File: src/rtl/pio_loader_if.sv
// pio_loader_if: ROM, upstream and PIO-side signals of the loader
interface pio_loader_if;
    logic        reload;
    logic [4:0]  prog_addr;
    logic [15:0] prog_data;
    logic [4:0]  conf_addr;
    logic [35:0] conf_data;
    logic        tx_valid;
    logic [31:0] tx_data;
    logic        tx_ready;
    logic        full;
    logic [3:0]  action;
    logic [31:0] din;
    logic [4:0]  index;
    logic [1:0]  mindex;
    logic        done;
    logic [7:0]  stall_cnt;
    modport master (
        input  reload, prog_data, conf_data, tx_valid, tx_data, full,
        output prog_addr, conf_addr, tx_ready, action, din, index, mindex, done, stall_cnt
    );
    modport slave (
        output reload, prog_data, conf_data, tx_valid, tx_data, full,
        input  prog_addr, conf_addr, tx_ready, action, din, index, mindex, done, stall_cnt
    );
endinterface

File: src/rtl/pio_loader.sv
// pio_loader: loads program and config ROMs into a PIO machine, then forwards upstream words into its TX FIFO
module pio_loader #(
    parameter int PROG_LEN = 32,
    parameter int CONF_LEN = 5,
    parameter int MACHINE  = 0
) (
    input logic        clk,
    input logic        reset,
    pio_loader_if.master bus
);
    typedef enum logic [1:0] {LOAD_PROG, LOAD_CONF, RUN} state_t;
    state_t     state;
    logic [5:0] cnt;
    logic       pv;
    logic       cv;
    logic [4:0] pk;
    assign bus.prog_addr = state == LOAD_PROG ? cnt[4:0] : 5'd0;
    assign bus.conf_addr = state == LOAD_CONF ? cnt[4:0] : 5'd0;
    assign bus.tx_ready  = state == RUN && !bus.full && bus.action != 4'd4;
    assign bus.mindex    = 2'(MACHINE);
    // LOAD_CONF runs two extra cycles past the last entry so RUN starts exactly when the ROM pipeline has drained
    always_ff @(posedge clk or posedge reset) begin
        if (reset) begin
            state         <= LOAD_PROG;
            cnt           <= '0;
            pv            <= 1'b0;
            cv            <= 1'b0;
            pk            <= '0;
            bus.action    <= '0;
            bus.din       <= '0;
            bus.index     <= '0;
            bus.done      <= 1'b0;
            bus.stall_cnt <= '0;
        end else begin
            pv         <= state == LOAD_PROG;
            pk         <= cnt[4:0];
            cv         <= state == LOAD_CONF && cnt < 6'(CONF_LEN);
            bus.action <= 4'd0;
            if (pv) begin
                bus.action <= 4'd1;
                bus.index  <= pk;
                bus.din    <= {16'h0, bus.prog_data};
            end else if (cv) begin
                bus.action <= bus.conf_data[35:32];
                bus.index  <= 5'd0;
                bus.din    <= bus.conf_data[31:0];
            end else if (bus.tx_valid && bus.tx_ready) begin
                bus.action <= 4'd4;
                bus.index  <= 5'd0;
                bus.din    <= bus.tx_data;
            end
            case (state)
                LOAD_PROG: begin
                    cnt   <= cnt == 6'(PROG_LEN - 1) ? 6'd0 : cnt + 6'd1;
                    state <= cnt == 6'(PROG_LEN - 1) ? LOAD_CONF : LOAD_PROG;
                end
                LOAD_CONF: begin
                    cnt      <= cnt == 6'(CONF_LEN + 1) ? 6'd0 : cnt + 6'd1;
                    state    <= cnt == 6'(CONF_LEN + 1) ? RUN : LOAD_CONF;
                    bus.done <= cnt == 6'(CONF_LEN + 1);
                end
                RUN: begin
                    if (bus.tx_valid && bus.full && bus.stall_cnt != 8'hff)
                        bus.stall_cnt <= bus.stall_cnt + 8'd1;
                    if (bus.reload) begin
                        state    <= LOAD_PROG;
                        cnt      <= 6'd0;
                        bus.done <= 1'b0;
                    end
                end
                default: state <= LOAD_PROG;
            endcase
        end
    end
endmodule

File: src/flat_wrapper.sv
// flat-port wrapper written by rule: the top's interface ports become plain ports
module pio_loader_flat 
#(
    parameter int PROG_LEN = 32,
    parameter int CONF_LEN = 5,
    parameter int MACHINE  = 0
)
  (clk, reset, bus_reload, bus_prog_data, bus_conf_data, bus_tx_valid, bus_tx_data, bus_full, bus_prog_addr, bus_conf_addr, bus_tx_ready, bus_action, bus_din, bus_index, bus_mindex, bus_done, bus_stall_cnt);
  pio_loader_if bus_i ();
  input logic clk;
  input logic reset;
  input wire logic [$bits(bus_i.reload)-1:0] bus_reload;
  input wire logic [$bits(bus_i.prog_data)-1:0] bus_prog_data;
  input wire logic [$bits(bus_i.conf_data)-1:0] bus_conf_data;
  input wire logic [$bits(bus_i.tx_valid)-1:0] bus_tx_valid;
  input wire logic [$bits(bus_i.tx_data)-1:0] bus_tx_data;
  input wire logic [$bits(bus_i.full)-1:0] bus_full;
  output wire logic [$bits(bus_i.prog_addr)-1:0] bus_prog_addr;
  output wire logic [$bits(bus_i.conf_addr)-1:0] bus_conf_addr;
  output wire logic [$bits(bus_i.tx_ready)-1:0] bus_tx_ready;
  output wire logic [$bits(bus_i.action)-1:0] bus_action;
  output wire logic [$bits(bus_i.din)-1:0] bus_din;
  output wire logic [$bits(bus_i.index)-1:0] bus_index;
  output wire logic [$bits(bus_i.mindex)-1:0] bus_mindex;
  output wire logic [$bits(bus_i.done)-1:0] bus_done;
  output wire logic [$bits(bus_i.stall_cnt)-1:0] bus_stall_cnt;
  assign bus_i.reload = bus_reload;
  assign bus_i.prog_data = bus_prog_data;
  assign bus_i.conf_data = bus_conf_data;
  assign bus_i.tx_valid = bus_tx_valid;
  assign bus_i.tx_data = bus_tx_data;
  assign bus_i.full = bus_full;
  assign bus_prog_addr = bus_i.prog_addr;
  assign bus_conf_addr = bus_i.conf_addr;
  assign bus_tx_ready = bus_i.tx_ready;
  assign bus_action = bus_i.action;
  assign bus_din = bus_i.din;
  assign bus_index = bus_i.index;
  assign bus_mindex = bus_i.mindex;
  assign bus_done = bus_i.done;
  assign bus_stall_cnt = bus_i.stall_cnt;
  pio_loader #(.PROG_LEN(PROG_LEN), .CONF_LEN(CONF_LEN), .MACHINE(MACHINE)) u_core (.clk(clk), .reset(reset), .bus(bus_i));
endmodule
File: config.mk
export PLATFORM = sky130hd
export DESIGN_NAME = pio_loader_flat
export DESIGN_NICKNAME = d
export VERILOG_FILES = /design/src/rtl/pio_loader_if.sv /design/src/rtl/pio_loader.sv /design/src/flat_wrapper.sv
export SDC_FILE = /design/constraint.sdc
export NUM_CORES = 1
export LEC_CHECK = 0
export ABC_AREA = 0
export ABC_CLOCK_PERIOD_IN_PS = 3200
export CAP_MARGIN = 15
export CORE_ASPECT_RATIO = 1.75
export CORE_MARGIN = 2
export CORE_UTILIZATION = 46
export DETAILED_ROUTE_END_ITERATION = 16
export PLACE_DENSITY_LB_ADDON = 0.2
export SETUP_SLACK_MARGIN = 0.5
export SLEW_MARGIN = 10
export SYNTH_ARGS = -nofsm -noshare
export SYNTH_HDL_FRONTEND = slang
export SYNTH_SLANG_ARGS = --single-unit
File: constraint.sdc
create_clock -name clk -period 3.2 [get_ports clk]
set_input_delay 0.64 -clock clk [delete_from_list [all_inputs] [get_ports clk]]
set_output_delay 0.64 -clock clk [all_outputs]
set_load 0.01 [all_outputs]
# After elaboration in Yosys (flattened, before gate mapping)

Cells that the tools add are included.

Add/subtract/negate cells: 2
Order comparisons: 1
Eq/ne operators: 7
Mux-type cells: 21
Reduce and logical (&&, ||, !) cells: 14

Operator list:

| operator            | count |
|---|---|
| $mux 32             | 3 |
| $mux 5              | 5 |
| $mux 6              | 3 |
| $pmux 6 s3          | 1 |
| $add 8x1->8 const B | 1 |
| $mux 4              | 2 |
| $ne 8x8->1 const B  | 1 |
| $add 6x1->6 const B | 1 |
| $eq 6x3->1 const B  | 1 |
| $eq 6x5->1 const B  | 1 |
| $logic_and 1x1->1   | 6 |
| $lt 6x3->1 const B  | 1 |
| $pmux 2 s3          | 1 |
| $reduce_and 2->1    | 3 |
| $reduce_bool 3->1   | 2 |
| $mux 2              | 2 |
| $ne 4x3->1 const B  | 1 |
| $mux 3              | 1 |
| $eq 2x1->1 const B  | 1 |
| $eq 2x2->1 const B  | 1 |
| $logic_not 2->1     | 1 |
| $mux 1              | 2 |
| $ne 2x2->1 const B  | 1 |
| $pmux 1 s2          | 1 |
| other kinds (2)     | 2 |

Flip-flop bits (word level): 65
Bits of input ports: 89
Word-level logic and storage cells: 55

# Logic depth before layout (Yosys ltp)

Gate-level depths: netlist of the first run.

Depth in word-level cells: 7
Gate-level depth with buffers: 8
Gate-level depth less buffers: 6

# Least setup slack after synthesis of the first run

Ideal clock, no wire load.

Path type: reg2reg
From: register u_core.state[0]
To: register u_core.bus.din[10]
Library setup time: 125 ps
Arrival time: 1634 ps
Required time: 3075 ps
Path slack: 1441 ps
Stages on the path, launching flop included: 8
Path through: dfrtp_1 inv_1 ha_1 inv_1 o41ai_4 nor2_4 buf_6 mux2_4

Longest elaborated chain between the ends: 5

RTL lines:

| item                            | RTL line            | text |
|---|---|---|
| start, declared                 | pio_loader.sv:12    | `state_t state;` |
| start signal, assigned          | pio_loader.sv:55    | `state <= cnt == 6'(PROG_LEN - 1) ? LOAD_CONF : LOAD_PROG;` |
| start signal, assigned          | pio_loader.sv:59    | `state <= cnt == 6'(CONF_LEN + 1) ? RUN : LOAD_CONF;` |
| $eq 2x2->1                      | pio_loader.sv:19    | `assign bus.tx_ready = state == RUN && !bus.full && bus.action != 4'd4;` |
| $logic_and 1x1->1 (2 in series) | pio_loader.sv:19    |  |
| $logic_and 1x1->1               | pio_loader.sv:47    | `end else if (bus.tx_valid && bus.tx_ready) begin` |
| $reduce_bool 3->1 (no line)     | n/a                 |  |
| end signal, assigned            | pio_loader.sv:42    | `bus.din <= {16'h0, bus.prog_data};` |
| end signal, assigned            | pio_loader.sv:46    | `bus.din <= bus.conf_data[31:0];` |
| end signal, assigned            | pio_loader.sv:50    | `bus.din <= bus.tx_data;` |
| end, declared                   | pio_loader_if.sv:20 | `output prog_addr, conf_addr, tx_ready, action, din, index, mindex, done, stall_cnt` |

Every way passes these cells.
A chain may end at the register's enable or synchronous reset.

# Worst setup path after layout of the first run

From: register u_core.state[0]
To: output port bus_tx_ready

Longest elaborated chain between the ends: 3

RTL lines:

| item                            | RTL line           | text |
|---|---|---|
| $eq 2x2->1                      | pio_loader.sv:19   |  |
| $logic_and 1x1->1 (2 in series) | pio_loader.sv:19   |  |
| end, declared                   | flat_wrapper.sv:20 | `output wire logic [$bits(bus_i.tx_ready)-1:0] bus_tx_ready;` |

Every way passes these cells.

==> run metrics, run 1 <==
largest net degree at the start of global routing 47; P per Cell Area 668 nW/um^2; synthesized cell area 3470 sq um; worst path bufs/invs 3; antenna-violating nets left 0; FILL cells 577; CTS tree done; cell mode on critical path inv_1; Net Switching 1.13 mW; H-Tree Depth 3; Skew-Pair Late Insertion Delay 330 ps; DRT Pass-1 Iters 4; Worst Setup Start Kind flop; peak supply drop 0.000593 V; Reg area 1630 sq um; num rows 42; ys async rst share 1.00; initial detailed-routing violation count 126; layout cell share with drive strength beyond 1 0.116; Flop pwr share 0.352; Min-Delay Path Class reg -> reg; area share of the largest cell type after synthesis 0.468; vias in the first global route 3142; Synth area leaders dfrtp_1, mux2i_1, mux2_4; first-pass GRT wire length 14900 um; n_diodes 0; ys flop type dfrtp_1; switching portion of total power 0.320; overall power 3.54 mW; Worst path top cell family by delay buffers and inverters; DP Wirelength 6840 um; final setup TNS 0 ps; Max FO, Critical Path 4; leakage power 2.16 nW; Slew Limit Fails 0; antenna violations before repair 0; # IOs 152; fmax 0.390 GHz; vias per inst 5.33; Nets 568; die height 119 um; total track usage 0.227; RSZ-0062 raised after global routing no; Core ar. 7460 sq um; Int Pwr 2.41 mW; synth unique cells 46; minimum clock period 2570 ps; critical path type reg -> out; most common cell in the netlist dfrtp_1; Routed WL 9180 um; critical path endpoint category output port; routed len/inst 16.3 um; CP Data Required Time 2560 ps; status completed; Synth area leader dfrtp_1; CP max-delay cell clkdlybuf4s50_1; Final Skew 8.74 ps; Final Cycle Share 0.802; Fin. Hold Viols 0; I/O Buffers 149; Yosys reg bits 65; root buf cell clkbuf_16; GP Congestion 0.848; Multi-input gate area 1690 sq um; Die ar. 8290 sq um; clock-pin transition on the worst setup and hold timing paths 50 ps; clk sinks 65; Slew headroom 0.625; Critical Path, Cell by Cell inv_1 > ha_2 > inv_1 > nor3_2 > clkdlybuf4s50_1; worst slew pin tran 563 ps; Starting Density 0.466; Clock Power Share 0.274; Avg Synthesized Cell Area 10.6 sq um; synthesis-to-finish area growth 52.8%; Setup Viol. Count Final 0; Max-Cap Viols 0; CTS Buf Count 9; sequential fraction of the synthesis area 0.468; maximum single-stage delay on the critical path 560 ps; Core Util, Final 0.712; overflow left after global routing 0; die width 69.7 um; EDFF count, synth 0; vias 2998; WP data arrival 1930 ps; yosys warns 0; worst-case clock buffer depth 2; Synth top cells by count dfrtp_1, mux2i_1, nand2_1; DR DRC count 0; Syn Inst Count 327; Logic pwr share 0.374
cell type report:
| cell class | instances | share of cell area |
|---|---|---|
| Clock buffer | 12 | 0.0483 |
| Clock inverter | 3 | 0.00754 |
| Inverter | 11 | 0.00778 |
| Multi-Input combinational cell | 230 | 0.319 |
| Sequential cell | 65 | 0.307 |
| Tap cell | 88 | 0.0207 |
| Timing Repair Buffer | 154 | 0.290 |
per-layer routing:
| layer | vias up | wire length [um] | GRT usage | share of wire |
|---|---|---|---|---|
| met4 | 0 | 252 | 0.0998 | 0.027 |
| li1 | 1429 | - | - | - |
| met3 | 24 | 550 | 0.0550 | 0.060 |
| met5 | - | 0 | 0 | 0 |
| met1 | 1429 | 3310 | 0.237 | 0.36 |
| met2 | 116 | 5070 | 0.422 | 0.55 |
what timing repair did:
item                                    in CTS  in global routing
endpoints found under the setup margin       0                  1
hold endpoints to repair                     0                  0
resized for setup                            0                  2
hold buffers                                 0                  0
buffers inserted                             0                  0
power groups by stage:
| stage | sequential (mW) | clock [mW] | combinational, mW |
|---|---|---|---|
| detailed placement | 1.26 | 0 | 1.33 |
| floorplan | 1.27 | 0 | 0.659 |
| finish | 1.25 | 0.970 | 1.33 |
| global route | 1.29 | 1.01 | 1.43 |
| global placement | 1.24 | 0 | 1.30 |
| CTS | 1.25 | 0.979 | 1.34 |
state kept, by name (all words and copies together), names as in the netlist:
name                  cells
u_core.bus.done           1
u_core.bus.action         4
u_core.state              2
u_core.cnt                6
u_core.bus.stall_cnt      8
u_core.cv                 1
u_core.pv                 1
u_core.pk                 5
u_core.bus.din           32
u_core.bus.index          5
kinds of logic (layout without fill, tap and decap cells):
family / after synthesis / in the layout / share of synthesized area
xor gates and xnor gates: 4 / 4 / 0.0101
adders and majority gates: 8 / 8 / 0.0288
AOI/OAI and AO/OA: 65 / 65 / 0.137
DFF: 65 / 65 / 0.468
other: 1 / 2 / 0.00108
muxes: 51 / 51 / 0.164
and+or+nand+nor: 100 / 100 / 0.143
buffers and inverters: 33 / 180 / 0.0483
worst paths after layout:
kind | startpoint | endpoint | slack [ps] | depth (start not counted)
min in group asynchronous | reset | u_core.bus.stall_cnt[3] | 680 | 2
min | u_core.pk[1] | u_core.bus.index[1] | 460 | 2
max reg2reg | u_core.state[0] | u_core.bus.din[28] | 1070 | 7
max | u_core.state[0] | bus_tx_ready | 630 | 5
max in group asynchronous | reset | u_core.pv | 1900 | 3
min reg2reg | u_core.pk[1] | u_core.bus.index[1] | 460 | 2
worst register-to-register path: cells and delay by family, from the launching register on:
family | cells | cell delay (ps)
and+or+nand+nor | 1 | 100
AOI/OAI and AO/OA | 2 | 640
DFF | 1 | 400
adders and majority gates | 1 | 240
buffers and inverters | 3 | 660
through the flow:
stage                     instance area, sq um  instances  setup slack (ps)  hold slack (ps)
after floorplan                           3480        328               934              394
after global placement                    5010        548               626              433
after detailed placement                  5010        548               610              442
after CTS                                 5300        563               530              456
after global routing                      5310        563               512              476
final                                     5310        563               633              457
layout by cell type (no fill, tap or decap), types with 2 or more instances in the layout:
cell / Yosys / final
xnor2_1: 2 / 2
a211oi_2: 9 / 9
buf_4: 3 / 4
clkbuf_8: 0 / 2
nor3_1: 7 / 6
dfrtp_2: 0 / 2
mux2_2: 7 / 7
nor3b_1: 3 / 3
and3_1: 4 / 4
conb_1: 1 / 2
xor2_1: 2 / 2
mux2_4: 10 / 10
dfrtp_1: 65 / 63
clkbuf_16: 0 / 9
clkinv_2: 0 / 2
a211oi_1: 7 / 7
inv_1: 11 / 10
nand2_1: 34 / 34
ha_1: 8 / 7
a31oi_1: 2 / 2
mux2i_1: 34 / 34
and2_1: 11 / 11
o21ai_0: 27 / 27
o41ai_1: 2 / 2
nor2_1: 22 / 22
nand2b_1: 6 / 6
clkdlybuf4s50_1: 0 / 149
nand3_1: 6 / 6
a21oi_1: 7 / 7
Note: power is estimated with default switching activity, not from simulation.
==> inputs of run 2 (changes only) <==
- ABC_CLOCK_PERIOD_IN_PS: 3200 -> 2100
- CORE_UTILIZATION: 46 -> 38
- clock period: 3.2 -> 2.1 ns (I/O delays scaled with it)
==> run metrics, run 2 (synthesis results as in run 1) <==
status completed; Reg area 1630 sq um; Die ar. 9950 sq um; Core ar. 8980 sq um; max FFs per register 32; minimum clock period 1820 ps; overflow left after global routing 0; Hold Path Depth 2; Fin. Hold Viols 0; largest net degree at the start of global routing 35; n_diodes 0; worst-case clock buffer depth 2; antenna-violating nets left 0; vias in the first global route 3243; critical path depth in cells 7; leakage power 2.56 nW; Slew Limit Fails 0; # IOs 152; peak supply drop 0.000572 V; most common cell after layout, fill and taps aside clkdlybuf4s50_1; P per Cell Area 953 nW/um^2; die height 130 um; Critical Path, Cell by Cell nor4b_4 > buf_4 > o41ai_4 > buf_4 > nor2_4 > buf_12 > mux2_2; Routed WL 10100 um; I/O Buffers 149; vias per inst 5.01; Worst path top cell family by delay buffers and inverters; synthesis-to-finish area growth 66.9%; H-Tree Depth 3; root buf cell clkbuf_16; Hold EP u_core.bus.index[0]; Worst Setup Start Kind flop; num rows 46; clock-pin transition on the worst setup and hold timing paths 50 ps; Max-Cap Viols 0; Setup Viol. Count Final 0; cell mode on critical path buf_4; worst path bufs/invs 3; maximum single-stage delay on the critical path 400 ps; Min-Delay Path Class reg -> reg; overall power 5.52 mW; Starting Density 0.387; WHS 451 ps; vias 3124; Reg with most FFs u_core.bus.din; r2r endpoint u_core.bus.din[0]; Final Skew 5.25 ps; total track usage 0.204; CP Data Required Time 2310 ps; worst slew pin tran 592 ps; RSZ-0062 raised after global routing yes; DR DRC count 0; R2R Setup Slk 280 ps; biggest regs u_core.bus.din x32, u_core.bus.stall_cnt x8, u_core.cnt x6; die width 76.3 um; Skew-Pair Late Insertion Delay 330 ps; GP Congestion 0.846; layout cell share with drive strength beyond 1 0.280; clk sinks 65; first-pass GRT wire length 16000 um; critical path type reg -> reg; Final Cycle Share 0.866; routed len/inst 16.2 um; CTS tree done; leading cell types in the layout, fill and taps excluded clkdlybuf4s50_1, dfrtp_1, dlygate4sd2_1; CTS Buf Count 9; Nets 596; initial detailed-routing violation count 146; Reg2Reg Depth 7; critical path endpoint category flop; DRT Pass-1 Iters 5; WP data arrival 2020 ps; worst r2r src u_core.bus.action[0]; Worst Min Path Start u_core.pk[0]; FILL cells 780; Max FO, Critical Path 16; CP max-delay cell dfrtp_1; DP Wirelength 7380 um; Multi-input gate area 1950 sq um; antenna violations before repair 0; Slew headroom 0.605; fmax 0.550 GHz
[run 2: cell count changes in the layout (fill, tap and decap cells not counted), moves of 10 or more]
cell,change
clkdlybuf4s50_1,-62
buf_4,+17
buf_6,+10
nor2_1,-11
dlygate4sd2_1,+51
[run 2: metrics by stage]
stage	cell area, sq um	setup TNS [ps]	utilization	worst slack, ps	cells
after floorplan	3550	0	-	350	328
after CTS	5580	0	0.622	292	616
final	5800	0	0.646	282	624
after detailed placement	5200	-1360	0.579	-97.3	588
after global routing	5800	0	0.646	231	624
after global placement	5200	-519	0.579	-57.6	588
[run 2: power breakdown]
part           internal [mW]  switching [mW]
clock                  0.857           0.511
combinational           1.19            1.05
sequential              1.60           0.311
[run 2: routing by layer]
metal	part of all wire	track usage	wire length, um	up-vias
li1	-	-	-	1492
met1	0.36	0.210	3610	1509
met2	0.57	0.393	5800	109
met3	0.054	0.0495	549	14
met4	0.017	0.0866	167	0
met5	0	0	0	-
[run 2: worst max-delay path by stage]
stage                         startpoint                  to  slack (ps)
global route        u_core.bus.action[0]   u_core.bus.din[0]         230
detailed placement              bus_full  u_core.bus.din[18]        -100
CTS                 u_core.bus.action[3]        bus_tx_ready         290
floorplan                u_core.state[0]  u_core.bus.din[10]         350
finish              u_core.bus.action[0]   u_core.bus.din[0]         280
global placement            bus_tx_valid  u_core.bus.din[17]         -60
[run 2: layout make-up]
class,instances,share of cell area
Multi-Input combinational cell,230,0.336
Tap cell,120,0.0259
Inverter,11,0.00863
Clock inverter,3,0.00259
Sequential cell,65,0.282
Clock buffer,13,0.0449
Timing Repair Buffer,182,0.301
[run 2: timing repair]
item | CTS | global route
cloned | 1 | 0
pin swaps | 8 | 13
endpoints found under the setup margin | 113 | 62
setup buffers | 11 | 8
hold buffers | 0 | 0
resized for setup | 123 | 36
[run 2: worst reg2reg max path: stages, from the launching register on]
cell	delay (ps)
dfrtp_1	400
nor4b_4	270
buf_4	180
o41ai_4	60
buf_4	170
nor2_4	100
buf_12	170
mux2_2	350
